## config.mk

```make
export PLATFORM = sky130hd
export DESIGN_NAME = multicycle_adder_flat
export DESIGN_NICKNAME = d
export VERILOG_FILES = /design/src/rtl/multicycle_adder_pkg.sv /design/src/rtl/multicycle_adder_if.sv /design/src/rtl/multicycle_adder_chunk.sv /design/src/rtl/multicycle_adder.sv /design/src/flat_wrapper.sv
export SDC_FILE = /design/constraint.sdc
export NUM_CORES = 1
export LEC_CHECK = 0
export BUFFER_PORTS_ARGS = -buffer_cell sky130_fd_sc_hd__buf_2
export CORE_ASPECT_RATIO = 1.5
export CORE_MARGIN = 4
export CORE_UTILIZATION = 49
export CTS_CLUSTER_SIZE = 24
export DETAILED_ROUTE_END_ITERATION = 8
export PLACE_DENSITY = 0.75
export SETUP_SLACK_MARGIN = 0.05
export SLEW_MARGIN = 20
export SYNTH_ARGS = -nofsm -noshare
export SYNTH_HDL_FRONTEND = slang
export SYNTH_SLANG_ARGS = --single-unit
```

## constraint.sdc

```tcl
create_clock -name clk -period 3.1 [get_ports clk]
set_input_delay 0.465 -clock clk [delete_from_list [all_inputs] [get_ports clk]]
set_output_delay 0.465 -clock clk [all_outputs]
set_load 0.005 [all_outputs]
```

## src/rtl/multicycle_adder_pkg.sv

```systemverilog
// Shared definitions for the multi-cycle adder/subtractor.
//   adder_state_t : FSM states (IDLE, RUN, DONE).
//   idx_width()   : width of the chunk index register, $clog2(nchunk) with a
//                   floor of 1 so a single-chunk build still gets a legal
//                   vector.
package adder_pkg;

  typedef enum logic [1:0] {
    IDLE = 2'd0,
    RUN  = 2'd1,
    DONE = 2'd2
  } adder_state_t;

  function automatic int idx_width(input int nchunk);
    return (nchunk > 1) ? $clog2(nchunk) : 1;
  endfunction

endpackage

```

## src/rtl/multicycle_adder_if.sv

```systemverilog
// Operand/result handshake bundle for multicycle_adder.
//   Operand side : in_valid, in_ready, a, b, cin, sub
//   Result side  : out_valid, out_ready, sum, cout, ovf
// master = producer/consumer driving the adder, slave = the adder itself.
interface multicycle_adder_if #(
  parameter int WIDTH = 16
);
  logic             in_valid;
  logic             in_ready;
  logic [WIDTH-1:0] a;
  logic [WIDTH-1:0] b;
  logic             cin;
  logic             sub;
  logic             out_valid;
  logic             out_ready;
  logic [WIDTH-1:0] sum;
  logic             cout;
  logic             ovf;

  modport master (
    output in_valid, a, b, cin, sub, out_ready,
    input  in_ready, out_valid, sum, cout, ovf
  );

  modport slave (
    input  in_valid, a, b, cin, sub, out_ready,
    output in_ready, out_valid, sum, cout, ovf
  );
endinterface

```

## src/rtl/multicycle_adder_chunk.sv

```systemverilog
// adder_chunk: combinational CHUNK-bit ripple of full adders.
//   a, b  : chunk operands
//   cin   : carry into bit 0
//   sum   : chunk sum
//   cout  : carry out of the top bit
//   c_msb : carry into the top bit (feeds signed overflow on the last chunk)
module adder_chunk #(
  parameter int CHUNK = 4
) (
  input  logic [CHUNK-1:0] a,
  input  logic [CHUNK-1:0] b,
  input  logic             cin,
  output logic [CHUNK-1:0] sum,
  output logic             cout,
  output logic             c_msb
);

  logic [CHUNK:0] c;

  // NOTE: blocking assignments here so each bit sees the carry computed by
  // the previous loop iteration; the ripple is evaluated in order.
  always_comb begin
    c    = '0;
    sum  = '0;
    c[0] = cin;
    for (int i = 0; i < CHUNK; i++) begin
      sum[i]   = a[i] ^ b[i] ^ c[i];
      c[i+1]   = (a[i] & b[i]) | (c[i] & (a[i] ^ b[i]));
    end
  end

  assign cout  = c[CHUNK];
  assign c_msb = c[CHUNK-1];

endmodule

```

## src/rtl/multicycle_adder.sv

```systemverilog
// multicycle_adder: WIDTH-bit adder/subtractor processed CHUNK bits per clock
// through one shared adder_chunk slice, carry held in a register between
// cycles.
//   clk, rst_n : clock, asynchronous active-low reset
//   bus        : slave side of multicycle_adder_if (operand and result
//                valid/ready handshakes, sum, cout, ovf)
// Subtraction is A + ~B + 1: B is inverted at accept and the carry register
// is seeded with 1. in_ready/out_valid come straight from flops.
module multicycle_adder
  import adder_pkg::*;
#(
  parameter int WIDTH = 16,
  parameter int CHUNK = 4
) (
  input  logic                  clk,
  input  logic                  rst_n,
  multicycle_adder_if.slave     bus
);

  localparam int NCHUNK = WIDTH / CHUNK;
  localparam int IDXW   = idx_width(NCHUNK);
  localparam logic [IDXW-1:0] LAST_IDX = IDXW'(NCHUNK - 1);

  adder_state_t     state_q, state_d;
  logic [IDXW-1:0]  idx_q;
  logic [WIDTH-1:0] a_q, b_q, sum_q;
  logic             carry_q, cout_q, ovf_q;
  logic             in_ready_q, out_valid_q;

  logic             accept;
  logic             last_chunk;
  logic [CHUNK-1:0] a_slice, b_slice, ch_sum;
  logic             ch_cout, ch_cmsb;

  // in_ready_q is low through reset and the first clock after release, so
  // gate acceptance on it rather than on the state alone.
  assign accept     = (state_q == IDLE) && in_ready_q && bus.in_valid;
  assign last_chunk = (idx_q == LAST_IDX);

  assign a_slice = a_q[int'(idx_q)*CHUNK +: CHUNK];
  assign b_slice = b_q[int'(idx_q)*CHUNK +: CHUNK];

  adder_chunk #(.CHUNK(CHUNK)) u_chunk (
    .a     (a_slice),
    .b     (b_slice),
    .cin   (carry_q),
    .sum   (ch_sum),
    .cout  (ch_cout),
    .c_msb (ch_cmsb)
  );

  // NOTE: every variable written in this block gets a default first, so no
  // path through the case leaves it unassigned and no latch is inferred.
  always_comb begin
    state_d = state_q;
    unique case (state_q)
      IDLE:    if (accept)         state_d = RUN;
      RUN:     if (last_chunk)     state_d = DONE;
      DONE:    if (bus.out_ready)  state_d = IDLE;
      default:                     state_d = IDLE;
    endcase
  end

  // NOTE: sequential state uses non-blocking assignments so every flop
  // samples pre-edge values regardless of statement order.
  always_ff @(posedge clk or negedge rst_n) begin
    if (!rst_n) begin
      state_q     <= IDLE;
      in_ready_q  <= 1'b0;
      out_valid_q <= 1'b0;
    end else begin
      state_q     <= state_d;
      in_ready_q  <= (state_d == IDLE);
      out_valid_q <= (state_d == DONE);
    end
  end

  // NOTE: these are plain registers, not a memory array, so all of them are
  // reset; an aborted operation leaves nothing stale visible on sum/cout/ovf.
  always_ff @(posedge clk or negedge rst_n) begin
    if (!rst_n) begin
      idx_q   <= '0;
      a_q     <= '0;
      b_q     <= '0;
      sum_q   <= '0;
      carry_q <= 1'b0;
      cout_q  <= 1'b0;
      ovf_q   <= 1'b0;
    end else begin
      unique case (state_q)
        IDLE: begin
          if (accept) begin
            a_q     <= bus.a;
            b_q     <= bus.sub ? ~bus.b : bus.b;
            carry_q <= bus.sub ? 1'b1 : bus.cin;
            idx_q   <= '0;
          end
        end
        RUN: begin
          sum_q[int'(idx_q)*CHUNK +: CHUNK] <= ch_sum;
          carry_q <= ch_cout;
          if (last_chunk) begin
            cout_q <= ch_cout;
            ovf_q  <= ch_cout ^ ch_cmsb;
            idx_q  <= '0;
          end else begin
            idx_q  <= idx_q + 1'b1;
          end
        end
        default: ;
      endcase
    end
  end

  assign bus.in_ready  = in_ready_q;
  assign bus.out_valid = out_valid_q;
  assign bus.sum       = sum_q;
  assign bus.cout      = cout_q;
  assign bus.ovf       = ovf_q;

endmodule

```

## src/flat_wrapper.sv

```systemverilog
// flat-port wrapper written by rule: the top's interface ports become plain ports
module multicycle_adder_flat import adder_pkg::*;
#(
  parameter int WIDTH = 16,
  parameter int CHUNK = 4
)
  (clk, rst_n, bus_in_valid, bus_a, bus_b, bus_cin, bus_sub, bus_out_ready, bus_in_ready, bus_out_valid, bus_sum, bus_cout, bus_ovf);
  multicycle_adder_if #(.WIDTH(WIDTH)) bus_i ();
  input  logic clk;
  input  logic rst_n;
  input wire logic [$bits(bus_i.in_valid)-1:0] bus_in_valid;
  input wire logic [$bits(bus_i.a)-1:0] bus_a;
  input wire logic [$bits(bus_i.b)-1:0] bus_b;
  input wire logic [$bits(bus_i.cin)-1:0] bus_cin;
  input wire logic [$bits(bus_i.sub)-1:0] bus_sub;
  input wire logic [$bits(bus_i.out_ready)-1:0] bus_out_ready;
  output wire logic [$bits(bus_i.in_ready)-1:0] bus_in_ready;
  output wire logic [$bits(bus_i.out_valid)-1:0] bus_out_valid;
  output wire logic [$bits(bus_i.sum)-1:0] bus_sum;
  output wire logic [$bits(bus_i.cout)-1:0] bus_cout;
  output wire logic [$bits(bus_i.ovf)-1:0] bus_ovf;
  assign bus_i.in_valid = bus_in_valid;
  assign bus_i.a = bus_a;
  assign bus_i.b = bus_b;
  assign bus_i.cin = bus_cin;
  assign bus_i.sub = bus_sub;
  assign bus_i.out_ready = bus_out_ready;
  assign bus_in_ready = bus_i.in_ready;
  assign bus_out_valid = bus_i.out_valid;
  assign bus_sum = bus_i.sum;
  assign bus_cout = bus_i.cout;
  assign bus_ovf = bus_i.ovf;
  multicycle_adder #(.WIDTH(WIDTH), .CHUNK(CHUNK)) u_core (.clk(clk), .rst_n(rst_n), .bus(bus_i));
endmodule
```

# Word level (Yosys, flattened, before mapping)
# Index checks and enable logic that the tools add are counted.
# totals
reg_bits	57
input_bits	38
output_inout_bits	20
wordCells	63
# op_classes
addsub	2
n_eq_ne	5
n_shift	4
mux	12
bitwise	22
n_reduce_logical	8
# ops
operator	n
4-bit negator with 33-bit output	1
4-bit by 33-bit variable shift with 16-bit output, first input constant	1
4-bit by 33-bit variable part select with 16-bit output	1
16-bit by 5-bit variable part select with 4-bit output	2
16-bit bitwise mux	1
16-bit two-way mux	1
16-bit NOT	1
2-bit two-way mux	5
1-bit XOR	9
1-bit bitwise AND	8
2-bit == test, second input constant	3
2-bit one-hot mux with 3 select lines	1
2-bit AND reduction	3
2-bit logical NOT	2
1-bit OR	4
2-bit one-hot mux with 2 select lines	1
2-bit by 1-bit adder with 2-bit output, second input constant	1
2-bit by 1-bit == test with 1-bit output, second input constant	1
1-bit logical AND	2
1-bit two-way mux	2
2-bit by 1-bit != test with 1-bit output, second input constant	1
1-bit one-hot mux with 2 select lines	1
2-bit nonzero test	1

# Longest topological paths before layout
# logic_depth
depth_word	11
depth_mapped	10
mapped_depth_nobuf	9

# Cells and area by module
# From an unflattened synthesis, not the netlist that was laid out.
# hier_totals
hier_cells	222
hier_area_um2	2731.4
# by_module_without_submodules
mod	n_inst	cells_per_inst	area_each_um2	seq_area_each_um2
multicycle_adder	1	210	2621.3	1426.4
adder_chunk	1	12	110.1	0.0

# Worst setup path after synthesis
# OpenSTA, ideal clock, no wires.
# synth_timing
path_type	register to register
startpoint	register u_core.idx_q[0]
endpoint	register u_core.carry_q
setup_time_ns	0.126
t_arrival_ns	2.795
t_required_ns	2.974
path_slack_ns	0.179
path_stages_with_launch	10
path_buffers	1
period_less_slack_ns	2.921
path_cell_list	dfrtp_1 > buf_4 > mux4_2 > inv_1 > fa_1 > fa_1 > inv_1 > fa_1 > fa_1 > a221o_1
# synth_between
elab_chain_len	11
elab_cells_between_ends	19
classes_between	shift (2); mux (1); bitwise (16)
# synth_lines
item	line	source
start, declared	multicycle_adder.sv:25	logic [IDXW-1:0] idx_q;
start signal, assigned	multicycle_adder.sv:107	idx_q <= idx_q + 1'b1;
16-bit by 5-bit variable part select with 4-bit output, on equally long branches	multicycle_adder.sv:40, multicycle_adder.sv:41	
1-bit XOR	multicycle_adder_chunk.sv:28	c[i+1] = (a[i] & b[i]) | (c[i] & (a[i] ^ b[i]));
1-bit bitwise AND	multicycle_adder_chunk.sv:28	
1-bit OR	multicycle_adder_chunk.sv:28	
1-bit bitwise AND	multicycle_adder_chunk.sv:28	
1-bit OR	multicycle_adder_chunk.sv:28	
1-bit bitwise AND	multicycle_adder_chunk.sv:28	
1-bit OR	multicycle_adder_chunk.sv:28	
1-bit bitwise AND	multicycle_adder_chunk.sv:28	
1-bit OR (*)	multicycle_adder_chunk.sv:28	
net u_core.ch_cout	multicycle_adder.sv:33	logic ch_cout, ch_cmsb;
1-bit one-hot mux with 2 select lines (*)	multicycle_adder.sv:90	unique case (state_q)
end signal, assigned	multicycle_adder.sv:95	carry_q <= bus.sub ? 1'b1 : bus.cin;
end signal, assigned	multicycle_adder.sv:101	carry_q <= ch_cout;
end, declared	multicycle_adder.sv:27	logic carry_q, cout_q, ovf_q;
# Mark *: on every way through the listed nets, which the timed path passes. The rest lies on a longest branch.
# A chain may end at the register's enable or synchronous reset.

# Worst setup path after layout
# layout_timing
startpoint	register u_core.idx_q[0]
endpoint	register u_core.sum_q[3] (netlist: u_core.bus.sum[3])
# layout_between
elab_chain_len	11
elab_cells_between_ends	23
classes_between	add/sub (1); shift (4); mux (1); bitwise (17)
# layout_lines
item	line	source
16-bit by 5-bit variable part select with 4-bit output, on equally long branches	multicycle_adder.sv:40, multicycle_adder.sv:41	
1-bit XOR	multicycle_adder_chunk.sv:27, multicycle_adder_chunk.sv:28	
1-bit bitwise AND	multicycle_adder_chunk.sv:28	
1-bit OR	multicycle_adder_chunk.sv:28	
1-bit bitwise AND	multicycle_adder_chunk.sv:28	
1-bit OR	multicycle_adder_chunk.sv:28	
1-bit bitwise AND	multicycle_adder_chunk.sv:28	
1-bit OR	multicycle_adder_chunk.sv:28	
1-bit XOR	multicycle_adder_chunk.sv:27	sum[i] = a[i] ^ b[i] ^ c[i];
4-bit by 33-bit variable part select with 16-bit output	multicycle_adder.sv:100	sum_q[int'(idx_q)*CHUNK +: CHUNK] <= ch_sum;
16-bit bitwise mux (*)	multicycle_adder.sv:100	
end signal, assigned by index	multicycle_adder.sv:100	
end, declared	multicycle_adder.sv:26	logic [WIDTH-1:0] a_q, b_q, sum_q;
# Every way passes the cells marked *; elsewhere a longest branch is shown, timed or not.

==> results.json <==
{
  "min_period_over_period_pct": 90.3,
  "drt_first_pass_iters": 4,
  "postSynthNetCount": 263,
  "highest_delay_cell_along_the_critical_path": "sky130_fd_sc_hd__fa_1",
  "max_transition_margin_pct": 48.6,
  "clkSinkCount": 57,
  "setup_viol_count_final": 0,
  "finalNonFillerCells": 351,
  "finalHoldViolCount": 0,
  "ff_latch_area_um2": 1430,
  "grt_antenna_before_repair": 0,
  "source_of_the_worst_register_to_register_timing_path": "u_core.idx_q[0]$_DFFE_PN0P_",
  "fin_hold_ws_ps": 210,
  "gr-usage-all-layers_pct": 17.1,
  "fmax_mhz": 357,
  "core.rowCount": 33,
  "drt_drc_violations_left": 0,
  "timing.critical_path.max_delay_family": "adder cells",
  "worstSetupStartpointType": "flip-flop",
  "place.detailed.hpwl_um": 3920,
  "shortest_clock_period_the_worst_path_allows_after_layout_ps": 2800,
  "ir_worst_vdd_mv": 0.624,
  "most-common-layout-cells": "sky130_fd_sc_hd__buf_2, sky130_fd_sc_hd__dfrtp_1, sky130_fd_sc_hd__nor2_1, sky130_fd_sc_hd__mux2_2, sky130_fd_sc_hd__xnor2_1",
  "finalMaxSlewViolations": 0,
  "clock_skew_ps": 8.56,
  "power_after_layout_w": 0.00378,
  "chipWidth_um": 70.1,
  "power_leakage_nw": 1.59,
  "initial_utilization_pct": 51.2,
  "fp.coreArea_um2": 5530,
  "mean_instance_size_in_the_synthesized_netlist_um2": 13.2,
  "critPathKind": "reg2reg",
  "syn_inst": 215,
  "vias_in_the_first_global_route": 1973,
  "cts.repair.resized": 0,
  "worst_r2r_endpoint": "u_core.bus.sum[3]$_DFFE_PN0P_",
  "cts-root-buf": "sky130_fd_sc_hd__clkbuf_8",
  "routed_wirelength_um": 5310,
  "port_buffers": 57,
  "postSynthRegisterBits": 57,
  "num-fill-cells": 479,
  "path_clk_slew_ps": 70,
  "routedWlPerCell_um": 15.1,
  "timing.critical_path.required_ps": 3320,
  "via_count": 1847,
  "run_status": "complete, no violations",
  "die_area_um2": 7090,
  "synth_warnings": 0,
  "holdBufCountCts": 0,
  "place.detailed.instances": 335,
  "clock_tree_from_tritoncts": "done",
  "place.gp.congestion": 0.774,
  "cp_max_fo": 7,
  "numCtsBuffers": 9,
  "critical-path-max-stage-delay_ps": 490,
  "worst_ep_arrival_time_ps": 3020,
  "drive_gt1_share_pct": 42.3,
  "path_depth_of_the_worst_reg2reg_path": 8,
  "multiInputGateArea_um2": 1280,
  "max_cap_violations": 0,
  "detail-route-antenna-nets": 0,
  "tns_ps": 0,
  "cts_setup_buffers": 0,
  "nNetsFinal": 324,
  "die_h_um": 101,
  "worst_path_cell_chain": "mux4_2, inv_1, fa_1, fa_1, inv_1, fa_1, fa_1, a22o_2",
  "dp_worst_setup_slack_ps": 205,
  "power.density_nw_per_um2": 1130,
  "clk-insertion-delay-late_ps": 330,
  "final.setup.worst_slack_ps": 300,
  "grt_overflow": 0,
  "worstHoldPathType": "in2async",
  "grt_pass1_wl_um": 9410,
  "critical_path.endpoint_type": "flip-flop",
  "htreeDepth": 3,
  "reg2reg_slack_ps": 300,
  "first_iter_violations": 117,
  "areaGrowthSynthToFinish_pct": 18.1,
  "mostFrequentLayoutCell": "sky130_fd_sc_hd__buf_2",
  "worst-slew-pin-transition_ps": 772,
  "grt_max_degree": 50,
  "syn-cell-area_um2": 2830,
  "detail_route.vias_per_cell": 5.26,
  "n_antenna_cell": 0,
  "synth.lib_cells_used.distinct": 36,
  "crit_path_frequent_cell": "sky130_fd_sc_hd__fa_1",
  "crit_buf_inv": 2,
  "synth-seq-area-share_pct": 50.3,
  "grt_setup_unrepaired": "no",
  "io_pins": 58,
  "clock_path_buffers": 2
}
[flip-flops by register name, indices dropped and copies added, names as in the netlist]
| signal | count |
|---|---|
| u_core.b_q | 16 |
| u_core.bus.out_valid | 1 |
| u_core.idx_q | 2 |
| u_core.state_q | 2 |
| u_core.bus.sum | 16 |
| u_core.bus.cout | 1 |
| u_core.bus.ovf | 1 |
| u_core.bus.in_ready | 1 |
| u_core.a_q | 16 |
| u_core.carry_q | 1 |
[power by group]
group	switching, W	internal [W]
logic	0.000879	0.000871
clock network	0.000268	0.000436
registers	0.000244	0.00108
total	0.00139	0.00239
[synthesized netlist by cell type (all sizes together)]
| library cell | number | share of area [%] |
|---|---|---|
| dfrtp | 57 | 50 |
| nor2 | 19 | 2.5 |
| mux2 | 18 | 7.2 |
| a21oi | 17 | 3.5 |
| xnor2 | 17 | 5.3 |
| nand2 | 13 | 1.7 |
| a22o | 10 | 3.2 |
| buf | 9 | 3.1 |
| o21ai | 9 | 2.1 |
| inv | 8 | 1.1 |
| mux4 | 8 | 6.6 |
| ha | 6 | 2.6 |
| nand3b | 5 | 3.1 |
| fa | 4 | 2.8 |
| nor4b | 3 | 0.93 |
| or4b | 3 | 1.3 |
| a221o | 1 | 0.35 |
| and2 | 1 | 0.22 |
| and2b | 1 | 0.31 |
| and4bb | 1 | 0.57 |
| clkbuf | 1 | 0.13 |
| nor4 | 1 | 0.22 |
| o21a | 1 | 0.26 |
| or2 | 1 | 0.22 |
| or4 | 1 | 0.26 |
[logic make-up after synthesis]
group | after synthesis | share of synthesized area (%)
muxes | 26 | 13.8
xor gates and xnor gates | 17 | 5.25
and+or+nand+nor | 49 | 11.4
adders and majority gates | 10 | 5.47
AOI/OAI and AO/OA | 38 | 9.45
DFF | 57 | 50.3
buffers and inverters | 18 | 4.33
[worst max path at each step]
stage	startpoint	slack (ps)	cells after the start	to
6_report	u_core.idx_q[0]$_DFFE_PN0P_	300	8	u_core.bus.sum[3]$_DFFE_PN0P_
5_1_grt	u_core.idx_q[0]$_DFFE_PN0P_	150	8	u_core.bus.sum[3]$_DFFE_PN0P_
4_1_cts	u_core.idx_q[0]$_DFFE_PN0P_	200	8	u_core.carry_q$_DFFE_PN0P_
3_5_place_dp	u_core.idx_q[0]$_DFFE_PN0P_	210	8	u_core.bus.sum[3]$_DFFE_PN0P_
3_3_place_gp	u_core.idx_q[0]$_DFFE_PN0P_	270	8	u_core.bus.sum[3]$_DFFE_PN0P_
2_1_floorplan	u_core.idx_q[0]$_DFFE_PN0P_	180	9	u_core.carry_q$_DFFE_PN0P_
[through the flow]
step | cell area, um2 | utilization (%)
after floorplan | 2830 | -
after global placement | 3140 | 56.7
after detailed placement | 3140 | 56.7
after CTS | 3340 | 60.4
after global routing | 3350 | 60.5
final | 3350 | 60.5
[layer usage]
metal	track usage [%]	vias to the layer above	share of wire [%]
met5	0	-	0
met4	6.93	0	1.8
met3	4.57	6	5.3
met2	29.8	58	54
met1	20.3	901	39
li1	-	882	-
[cell type report]
cell class	instances	share of cell area, %
timing repair buffer	60	9.20
tap	70	2.62
clock inverter	2	1.05
multi-input combinational	140	38.4
sequential	57	42.7
clock buffer	14	5.16
inverter	8	0.898
[worst register-to-register path: stages (launching register included)]
cell and delay, ps:
sky130_fd_sc_hd__dfrtp_2 480, sky130_fd_sc_hd__mux4_2 360, sky130_fd_sc_hd__inv_1 50, sky130_fd_sc_hd__fa_1 400, sky130_fd_sc_hd__fa_1 360, sky130_fd_sc_hd__inv_1 80
sky130_fd_sc_hd__fa_1 220, sky130_fd_sc_hd__fa_1 490, sky130_fd_sc_hd__a22o_2 250
Power figures use the tool's default switching activity.
